--- src/rtl/hram_uart_cmd_pkg.sv ---
// Shared definitions for the HyperRAM serial command engine.
// Holds command codes, frame/response sizes and the FSM state encodings
// used by hram_uart_cmd, hram_resp_ser and their testbench.
package hram_uart_cmd_pkg;

    localparam int unsigned BYTE_W      = 8;
    localparam int unsigned DATA_W      = 32;
    localparam int unsigned FRAME_BYTES = 5;
    localparam int unsigned RESP_BYTES  = 4;
    localparam int unsigned FRAME_W     = FRAME_BYTES * BYTE_W;
    localparam int unsigned TMO_W       = 24;

    // Command byte codes (first byte of a frame)
    localparam logic [7:0] CMD_ADDR     = 8'h01;
    localparam logic [7:0] CMD_LOAD     = 8'h02;
    localparam logic [7:0] CMD_WRITE    = 8'h03;
    localparam logic [7:0] CMD_READ     = 8'h04;
    localparam logic [7:0] CMD_READ_REQ = 8'h05;
    localparam logic [7:0] CMD_COUNT    = 8'h06;
    localparam logic [7:0] CMD_CONST    = 8'h07;

    // Command engine states; TX_LOAD/TX_WAIT live inside the serializer
    typedef enum logic [2:0] {
        ST_RX        = 3'd0,
        ST_EXEC      = 3'd1,
        ST_WAIT_IDLE = 3'd2,
        ST_REQ       = 3'd3,
        ST_WAIT_DONE = 3'd4,
        ST_TX        = 3'd5
    } state_e;

    // Response serializer states
    typedef enum logic [1:0] {
        SER_IDLE    = 2'd0,
        SER_TX_LOAD = 2'd1,
        SER_TX_WAIT = 2'd2
    } ser_state_e;

endpackage

--- src/rtl/hram_resp_ser.sv ---
// Response serializer: sends a 32-bit response as 4 bytes, MSB first, to uart_tx.
// Ports: clk, rstn        - clock, async active-low reset
//        load, resp       - 1-cycle request to send resp
//        tx_ready         - uart_tx idle
//        tx_start,tx_data - uart_tx start strobe and byte (held until next start)
//        done             - 1-cycle pulse after the 4th byte has been accepted
module hram_resp_ser
    import hram_uart_cmd_pkg::*;
(
    input  logic              clk,
    input  logic              rstn,
    input  logic              load,
    input  logic [DATA_W-1:0] resp,
    input  logic              tx_ready,
    output logic              tx_start,
    output logic [BYTE_W-1:0] tx_data,
    output logic              done
);

    ser_state_e        state;
    logic [DATA_W-1:0] shreg;
    logic [1:0]        sent;
    logic              seen_low;

    always_ff @(posedge clk or negedge rstn) begin
        if (!rstn) begin
            state    <= SER_IDLE;
            shreg    <= '0;
            sent     <= '0;
            seen_low <= 1'b0;
            tx_start <= 1'b0;
            tx_data  <= '0;
            done     <= 1'b0;
        end else begin
            tx_start <= 1'b0;
            done     <= 1'b0;
            case (state)
                SER_IDLE: begin
                    if (load) begin
                        shreg <= resp;
                        sent  <= '0;
                        // Start straight from the load to keep rcv->tx_start at 3 cycles
                        if (tx_ready) begin
                            tx_data  <= resp[DATA_W-1 -: BYTE_W];
                            tx_start <= 1'b1;
                            seen_low <= 1'b0;
                            state    <= SER_TX_WAIT;
                        end else begin
                            state <= SER_TX_LOAD;
                        end
                    end
                end
                SER_TX_LOAD: begin
                    if (tx_ready) begin
                        tx_data  <= shreg[DATA_W-1 -: BYTE_W];
                        tx_start <= 1'b1;
                        seen_low <= 1'b0;
                        state    <= SER_TX_WAIT;
                    end
                end
                SER_TX_WAIT: begin
                    // uart_tx drops ready a little after start; a byte is accepted on fall-then-rise
                    if (!tx_ready) begin
                        seen_low <= 1'b1;
                    end else if (seen_low) begin
                        shreg <= {shreg[DATA_W-BYTE_W-1:0], BYTE_W'(0)};
                        sent  <= sent + 2'd1;
                        if (sent == 2'(RESP_BYTES - 1)) begin
                            done  <= 1'b1;
                            state <= SER_IDLE;
                        end else begin
                            state <= SER_TX_LOAD;
                        end
                    end
                end
                default: state <= SER_IDLE;
            endcase
        end
    end

endmodule

--- src/rtl/hram_uart_cmd.sv ---
// Serial command engine between uart_rx/uart_tx and hyper_xface.
// Assembles 5-byte frames (cmd, data MSB..LSB), executes the command,
// drives HyperRAM requests and returns a 4-byte response per frame.
// Ports: clk, rstn                 - clock, async active-low reset
//        rcv, rx_data              - uart_rx byte strobe and byte
//        tx_start, tx_data, tx_ready - uart_tx handshake
//        addr, wr_d, wr_req, rd_req  - hyper_xface request side
//        rd_d, rd_rdy, busy          - hyper_xface response side
//        frame_drop                - pulse when a byte or partial frame is discarded
module hram_uart_cmd
    import hram_uart_cmd_pkg::*;
#(
    parameter logic [TMO_W-1:0]  TIMEOUT_CYC = 24'd1_200_000,
    parameter logic [DATA_W-1:0] CONST_VAL   = 32'd259
) (
    input  logic              clk,
    input  logic              rstn,
    input  logic              rcv,
    input  logic [BYTE_W-1:0] rx_data,
    output logic              tx_start,
    output logic [BYTE_W-1:0] tx_data,
    input  logic              tx_ready,
    output logic [DATA_W-1:0] addr,
    output logic [DATA_W-1:0] wr_d,
    output logic              wr_req,
    output logic              rd_req,
    input  logic [DATA_W-1:0] rd_d,
    input  logic              rd_rdy,
    input  logic              busy,
    output logic              frame_drop
);

    state_e             state;
    logic [FRAME_W-1:0] frame;
    logic [2:0]         byte_cnt;
    logic [TMO_W-1:0]   tmo_cnt;
    logic [DATA_W-1:0]  ram_data;
    logic [DATA_W-1:0]  count;
    logic [DATA_W-1:0]  resp;
    logic               is_wr;
    logic               seen_busy;
    logic               load;
    logic               ser_done;

    logic [BYTE_W-1:0]  cmd;
    logic [DATA_W-1:0]  data;

    assign cmd  = frame[FRAME_W-1 -: BYTE_W];
    assign data = frame[DATA_W-1:0];

    // Frame assembly, command execution and HyperRAM handshake
    always_ff @(posedge clk or negedge rstn) begin
        if (!rstn) begin
            state      <= ST_RX;
            frame      <= '0;
            byte_cnt   <= '0;
            tmo_cnt    <= '0;
            addr       <= '0;
            wr_d       <= '0;
            ram_data   <= '0;
            count      <= '0;
            resp       <= '0;
            is_wr      <= 1'b0;
            seen_busy  <= 1'b0;
            wr_req     <= 1'b0;
            rd_req     <= 1'b0;
            load       <= 1'b0;
            frame_drop <= 1'b0;
        end else begin
            wr_req     <= 1'b0;
            rd_req     <= 1'b0;
            load       <= 1'b0;
            frame_drop <= 1'b0;

            // Bytes arriving while a frame is being processed are discarded
            if (state != ST_RX) begin
                tmo_cnt <= '0;
                if (rcv) begin
                    frame_drop <= 1'b1;
                end
            end

            case (state)
                ST_RX: begin
                    if (rcv) begin
                        frame   <= {frame[FRAME_W-BYTE_W-1:0], rx_data};
                        tmo_cnt <= '0;
                        if (byte_cnt == 3'(FRAME_BYTES - 1)) begin
                            byte_cnt <= '0;
                            state    <= ST_EXEC;
                        end else begin
                            byte_cnt <= byte_cnt + 3'd1;
                        end
                    end else if (byte_cnt == 3'd0) begin
                        tmo_cnt <= '0;
                    end else if (tmo_cnt == TIMEOUT_CYC - TMO_W'(1)) begin
                        byte_cnt   <= '0;
                        tmo_cnt    <= '0;
                        frame_drop <= 1'b1;
                    end else begin
                        tmo_cnt <= tmo_cnt + TMO_W'(1);
                    end
                end
                ST_EXEC: begin
                    load  <= 1'b1;
                    state <= ST_TX;
                    case (cmd)
                        CMD_ADDR: begin
                            addr <= data;
                            resp <= data;
                        end
                        CMD_LOAD: begin
                            wr_d <= data;
                            resp <= data;
                        end
                        CMD_WRITE: begin
                            resp  <= DATA_W'(3);
                            is_wr <= 1'b1;
                            load  <= 1'b0;
                            state <= ST_WAIT_IDLE;
                        end
                        CMD_READ:  resp <= ram_data;
                        CMD_READ_REQ: begin
                            resp  <= DATA_W'(5);
                            is_wr <= 1'b0;
                            load  <= 1'b0;
                            state <= ST_WAIT_IDLE;
                        end
                        CMD_COUNT: begin
                            resp  <= count;
                            count <= count + DATA_W'(1);
                        end
                        CMD_CONST: resp <= CONST_VAL;
                        default:   resp <= '1;
                    endcase
                end
                ST_WAIT_IDLE: begin
                    if (!busy) begin
                        wr_req <= is_wr;
                        rd_req <= !is_wr;
                        state  <= ST_REQ;
                    end
                end
                ST_REQ: begin
                    // busy may already rise while the request is on the bus
                    seen_busy <= busy;
                    state     <= ST_WAIT_DONE;
                end
                ST_WAIT_DONE: begin
                    if (is_wr) begin
                        if (busy) begin
                            seen_busy <= 1'b1;
                        end else if (seen_busy) begin
                            load  <= 1'b1;
                            state <= ST_TX;
                        end
                    end else if (rd_rdy) begin
                        // Read completes on rd_rdy only, so a coincident busy fall is not counted twice
                        ram_data <= rd_d;
                        load     <= 1'b1;
                        state    <= ST_TX;
                    end
                end
                ST_TX: begin
                    if (ser_done) begin
                        state <= ST_RX;
                    end
                end
                default: state <= ST_RX;
            endcase
        end
    end

    hram_resp_ser u_resp_ser (
        .clk      (clk),
        .rstn     (rstn),
        .load     (load),
        .resp     (resp),
        .tx_ready (tx_ready),
        .tx_start (tx_start),
        .tx_data  (tx_data),
        .done     (ser_done)
    );

endmodule
--- config.mk ---
export PLATFORM = sky130hd
export DESIGN_NAME = hram_uart_cmd
export DESIGN_NICKNAME = d
export VERILOG_FILES = /design/src/rtl/hram_uart_cmd_pkg.sv /design/src/rtl/hram_resp_ser.sv /design/src/rtl/hram_uart_cmd.sv
export SDC_FILE = /design/constraint.sdc
export NUM_CORES = 1
export LEC_CHECK = 0
export ABC_AREA = 1
export BUFFER_PORTS_ARGS = -buffer_cell sky130_fd_sc_hd__buf_4
export CAP_MARGIN = 0
export CORE_MARGIN = 2
export CORE_UTILIZATION = 50
export CTS_CLUSTER_DIAMETER = 150
export DETAILED_ROUTE_END_ITERATION = 16
export GPL_TIMING_DRIVEN = 1
export PLACE_DENSITY = 0.74
export SLEW_MARGIN = 10
export SYNTH_ARGS = -nofsm -noshare
export SYNTH_HDL_FRONTEND = slang
export SYNTH_SLANG_ARGS = --single-unit
--- constraint.sdc ---
create_clock -name clk -period 2.1 [get_ports clk]
set_clock_uncertainty 0.2 [all_clocks]
set_input_delay 0.21 -clock clk [delete_from_list [all_inputs] [get_ports clk]]
set_output_delay 0.21 -clock clk [all_outputs]
set_load 0.02 [all_outputs]
==> Yosys cells after proc, flatten, opt, wreduce, memory -nomap -nowiden <==
Cells that the tools add are included.
Widths: inputs -> output; s select.
{ "classes": {"addsub": 4, "eq_ne": 33, "muxes": 70, "bitwise_logic": 1, "n_reduce_logical": 27} }
{ "op_table": {"columns": ["op", "n"], "rows": [
  ["$pmux 32 s6", 1],
  ["$mux 24", 5],
  ["$mux 32", 3],
  ["$pmux 32 s2", 1],
  ["$mux 3", 13],
  ["$add 32x1->32 const B", 1],
  ["$eq 8x3->1 const B", 4],
  ["$mux 1", 27],
  ["$add 24x1->24 const B", 1],
  ["$eq 24x21->1 const B", 1],
  ["$mux 8", 3],
  ["$ne 2x2->1 const B", 11],
  ["$pmux 3 s6", 1],
  ["$eq 8x2->1 const B", 2],
  ["$mux 2", 8],
  ["$pmux 8 s2", 1],
  ["$reduce_and 3->1", 4],
  ["$reduce_and 4->1", 3],
  ["$reduce_bool 2->1", 6],
  ["$reduce_and 2->1", 5],
  ["$eq 3x3->1 const B", 3],
  ["$ne 3x3->1 const B", 3],
  ["$eq 8x1->1 const B", 1],
  ["$pmux 1 s2", 4],
  ["17 further kinds", 23]
]} }
{ "totals": {"reg_bits": 283, "input_bits": 46, "out_inout_bits": 76, "elab_cells": 157} }

==> Longest topological paths before layout <==
{ "depth": {"word_depth": 6, "depth_mapped": 11, "depth_no_buf": 10} }

==> Modules after synthesis <==
A second synthesis with hierarchy kept.
{ "unflattened": {"hier_cells": 1685, "hier_area_um2": 13538.0} }
{ "by_module_without_submodules": {"columns": ["module", "n_inst", "cells_per_inst", "area_each_um2", "seq_area_each_um2"], "rows": [
  ["hram_uart_cmd", 1, 1367, 11239.5, 5905.7],
  ["hram_resp_ser", 1, 318, 2298.5, 1176.1]
]} }

==> Worst setup path after synthesis <==
Ideal clock, no wire load.
{ "synth_timing": {"kind": "register -> register", "startpoint": "register tmo_cnt[0]", "endpoint": "register tmo_cnt[21]", "setup_time_ps": 121, "arrival_ps": 1457, "required_ps": 1779, "slack_ps": 321, "path_stages_with_launch": 10, "n_path_buf": 1, "period_less_slack_ps": 1779, "cell_sequence": "dfrtp_1 ha_1 nand2_1 nor2_4 inv_1 nor3_1 nand2_1 nand2_1 buf_2 nor2_1"} }
{ "synth_between": {"elab_chain_cells": 5, "elab_cells_between_ends": 6, "cone_classes": "1 x add/sub; 1 x eq/ne; 4 x mux"} }
{ "synth_lines": {"columns": ["item", "line", "text"], "rows": [
  ["start, declared", "hram_uart_cmd.sv:36", "logic [TMO_W-1:0] tmo_cnt;"],
  ["start signal, assigned", "hram_uart_cmd.sv:101", "tmo_cnt <= tmo_cnt + TMO_W'(1);"],
  ["$add 24x1->24 or $eq 24x21->1 (tied branches)", "hram_uart_cmd.sv:101, hram_uart_cmd.sv:96", null],
  ["$mux 24 *", "hram_uart_cmd.sv:96", "end else if (tmo_cnt == TIMEOUT_CYC - TMO_W'(1)) begin"],
  ["$mux 24 *", "hram_uart_cmd.sv:94", "end else if (byte_cnt == 3'd0) begin"],
  ["$mux 24 *", "hram_uart_cmd.sv:85", "if (rcv) begin"],
  ["$mux 24 *", "hram_uart_cmd.sv:83", "case (state)"]
]} }
Mark *: on every way between the ends. The rest lies on a longest branch, timed or not.
A chain may end at the register's enable or synchronous reset.

==> Final worst setup path <==
{ "layout_timing": {"startpoint": "register frame[39]", "endpoint": "register resp[10]"} }
{ "layout_between": {"elab_chain_cells": 3, "elab_cells_between_ends": 9, "cone_classes": "7 x eq/ne; 1 x mux; 1 x reduce/logical"} }
{ "layout_lines": {"columns": ["item", "line", "text"], "rows": [
  ["start, declared", "hram_uart_cmd.sv:34", "logic [FRAME_W-1:0] frame;"],
  ["start signal, assigned", "hram_uart_cmd.sv:86", "frame <= {frame[FRAME_W-BYTE_W-1:0], rx_data};"],
  ["$eq 8x2->1 or $eq 8x1->1 (tied branches)", "hram_uart_cmd.sv:107", "case (cmd)"],
  ["$reduce_or 2->1 (no source line)", null, null],
  ["$pmux 32 s6 *", "hram_uart_cmd.sv:107", null],
  ["end signal, assigned", "hram_uart_cmd.sv:110", "resp <= data;"],
  ["end signal, assigned", "hram_uart_cmd.sv:114", "resp <= data;"],
  ["end signal, assigned", "hram_uart_cmd.sv:122", "CMD_READ: resp <= ram_data;"],
  ["end, declared", "hram_uart_cmd.sv:39", "logic [DATA_W-1:0] resp;"]
]} }
Marked as above.

==> flow_summary.yaml <==
final_layout:
  nNetsFinal: 1863
  mostFrequentLayoutCell: "nand2_1"
  final_cell_mix: "nand2_1, dfrtp_1, nor2_1, inv_1, o21ai_0"
  n_fill_cell: 2182
  syn_to_final_growth_pct: 22.7
  drive_gt1_share_pct: 16.6
  n_antenna_cell: 0
  layout.cells.non_filler: 2171
worst_setup_path:
  r2r_start: "frame[39]$_DFFE_PN0P_"
  reg2reg_to: "resp[10]$_DFFE_PN0N_"
  reg2regPathDepth: 10
  arrival_ns: 2.22
  cp-end-kind: "flop"
  path_class: "flop to flop"
  crit_fanout: 17
  crit_required_ns: 2.35
  regToRegSetupSlack_ns: 0.13
  crit_path_start_kind: "flop"
power:
  power_density_nw_per_um2: 1330
  ir_drop_uv: 891
  seq_power_share_pct: 38.8
  p_switching_mw: 8.37
  finalPower_mw: 22.0
  intPower_mw: 13.6
  p_clk_share_pct: 25.0
  p_sw_share_pct: 38.1
  power.leakage_nw: 7.98
  p_comb_share_pct: 36.2
global_routing:
  antenna_found_initial: 0
  grt_pass1_vias: 11500
  track_usage_pct: 25.9
  gr-total-overflow: 0
  grt_max_degree: 84
  grt_pass1_wl_mm: 59.0
sta:
  worstMarginPinSlew_ns: 0.481
  setup_viol: 0
  period_needed_ns: 1.97
  hold_viol: 0
  slew_headroom_pct: 68.0
  fin_ws_ns: 0.130
  clock.fmax_ghz: 0.508
  drv_slew: 0
  rsz0062_at_grt: "no"
  finalCritPeriodShare_pct: 93.8
  setup_tns_ns: 0
placed_design:
  place_inst: 2068
  post-place-ws_ns: 0.0690
  gp_congestion: 0.909
  dp_hpwl_mm: 25.7
  place.port_buffers: 121
synth:
  synth_seq_area_share_pct: 52.7
  ys.flop_type: "dfrtp_1"
  ys_ff_latch: 283
  yosysTopAreaCell: "dfrtp_1"
  syn_inst: 1630
  yosys_warnings: 0
  synth_top_area_share_pct: 52.7
  synth_nets: 1681
  synth_area_um2: 13400
  synth_edf_count: 0
  synthTopCellsByArea: "dfrtp_1, nand2_1, nor2_1, o21ai_0, nand3_1"
  async_flop_share_pct: 100
  synth.avg_cell_area_um2: 8.24
  yosys.cell_types.count: 42
floorplanning:
  io_pins: 122
  die_h_um: 168
  fp-row-count: 59
  die_w_um: 168
  start_util_pct: 51.2
  die_area_um2: 28200
  core_area_um2: 26200
clock_network:
  numCtsBuffers: 31
  clkSlewWorstSetupHoldPaths_ns: 0.06
  cts.htree.levels: 1
  cts.sinks: 283
  cts_tree: "done"
  worstSkewPairLatency_ns: 0.56
  cts-root-buf: "clkbuf_16"
  clockBufferDepth: 3
detailed_routing:
  wire_per_inst_um: 16.6
  vias_per_cell: 5.35
  ant_nets: 0
  first_pass_iters: 6
  via_count: 11600
  dr.first_iter.drc_count: 920
  routed_wl_mm: 36.0
  drc_errors: 0
worst_hold_path:
  holdCritPathClass: "primary input to asynchronous set/reset pin"
outcome:
  status: "complete, no violations"
job:
  cap_violations: 0
power by group through the flow:
| stage | Combinational, mW | Sequential [mW] | Clock [mW] |
|---|---|---|---|
| 2_1_floorplan | 4.51 | 8.84 | 0 |
| 3_3_place_gp | 7.56 | 8.52 | 0 |
| 3_5_place_dp | 7.79 | 8.57 | 0 |
| 4_1_cts | 7.92 | 8.50 | 5.56 |
| 5_1_grt | 8.88 | 8.74 | 5.79 |
| 6_report | 7.97 | 8.54 | 5.49 |
worst max-delay path by stage:
| stage | start | end | slack, ns | cells past startpoint |
|---|---|---|---|---|
| final | frame[39]$_DFFE_PN0P_ | resp[10]$_DFFE_PN0N_ | 0.13 | 10 |
| after detailed placement | frame[39]$_DFFE_PN0P_ | resp[7]$_DFFE_PN0N_ | 0.07 | 10 |
| after global placement | frame[39]$_DFFE_PN0P_ | resp[7]$_DFFE_PN0N_ | 0.11 | 10 |
| after global routing | frame[39]$_DFFE_PN0P_ | resp[19]$_DFFE_PN0N_ | 0.01 | 10 |
| after CTS | frame[39]$_DFFE_PN0P_ | resp[7]$_DFFE_PN0N_ | 0.06 | 10 |
| after floorplan | tmo_cnt[0]$_DFF_PN0_ | tmo_cnt[21]$_DFF_PN0_ | 0.32 | 9 |
flip-flops by register name (all words and copies together) (netlist names), 2 cells and up:
register	flops
state	3
count	32
ram_data	32
addr	32
u_resp_ser.sent	2
byte_cnt	3
u_resp_ser.state	2
u_resp_ser.shreg	32
wr_d	32
resp	32
u_resp_ser.tx_data	8
frame	40
tmo_cnt	24
kinds of logic (layout without fill, tap and decap cells):
family / Yosys count / after routing / share of synthesized area [%]
muxes: 31 / 31 / 2.77
DFF: 283 / 283 / 52.7
buffers and inverters: 230 / 436 / 7.11
xor gates and xnor gates: 28 / 28 / 1.83
AOI/OAI and AO/OA: 212 / 212 / 8.28
and+or+nand+nor: 841 / 841 / 26.8
adders and majority gates: 5 / 5 / 0.466
worst max-delay path, cell delays in order, from the launching register on:
cell and delay (ns):
dfrtp_1 0.37, nor2_1 0.13, nand2_1 0.13, buf_4 0.18, nor2_1 0.14, o21ai_0 0.13
o21ai_2 0.10, nand2_2 0.07, buf_4 0.20, nor2_1 0.16, nor2_1 0.06
routing by layer:
layer  GRT usage [%]  share of wire (%)  up-vias
li1                -                  -     5575
met1            35.2                 43     5566
met2            42.6                 48      386
met3            4.00                6.2       79
met4            9.22                3.4        0
met5               0                  0        -
per-stage QoR:
step	instance area, um2	hold slack (ns)	utilization (%)
floorplan	13400	-0.286	-
global placement	15000	-0.0166	57.1
detailed placement	15000	-0.0180	57.1
CTS	16500	0.00166	62.8
global route	16500	0.0321	62.9
finish	16500	0.00423	62.9
final cells by class:
cell class | count | area (um2) | area share (%)
flip-flops and latches | 283 | 7080 | 43.0
multi-input cells | 1117 | 5420 | 32.9
repair buffers | 214 | 1900 | 11.5
clock buffers | 40 | 860 | 5.22
inverters | 165 | 619 | 3.76
well taps | 335 | 419 | 2.54
clock inverters | 17 | 183 | 1.11
repair_timing:
item | in CTS | in global routing
hold endpoints to repair | 341 | 0
gates resized for setup | 0 | 6
buffers inserted | 0 | 1
hold buffers | 45 | 0
setup endpoints to repair | 0 | 43
synthesized netlist by cell type (all sizes together) (24+ instances only):
cell    count
mux2       31
or2        27
nor2      218
inv       164
nand2     400
nand3     145
dfrtp     283
o21ai     167
buf        38
clkbuf     27
nor3       24
a21oi      28
No activity file was read; power rests on OpenSTA's default activity.
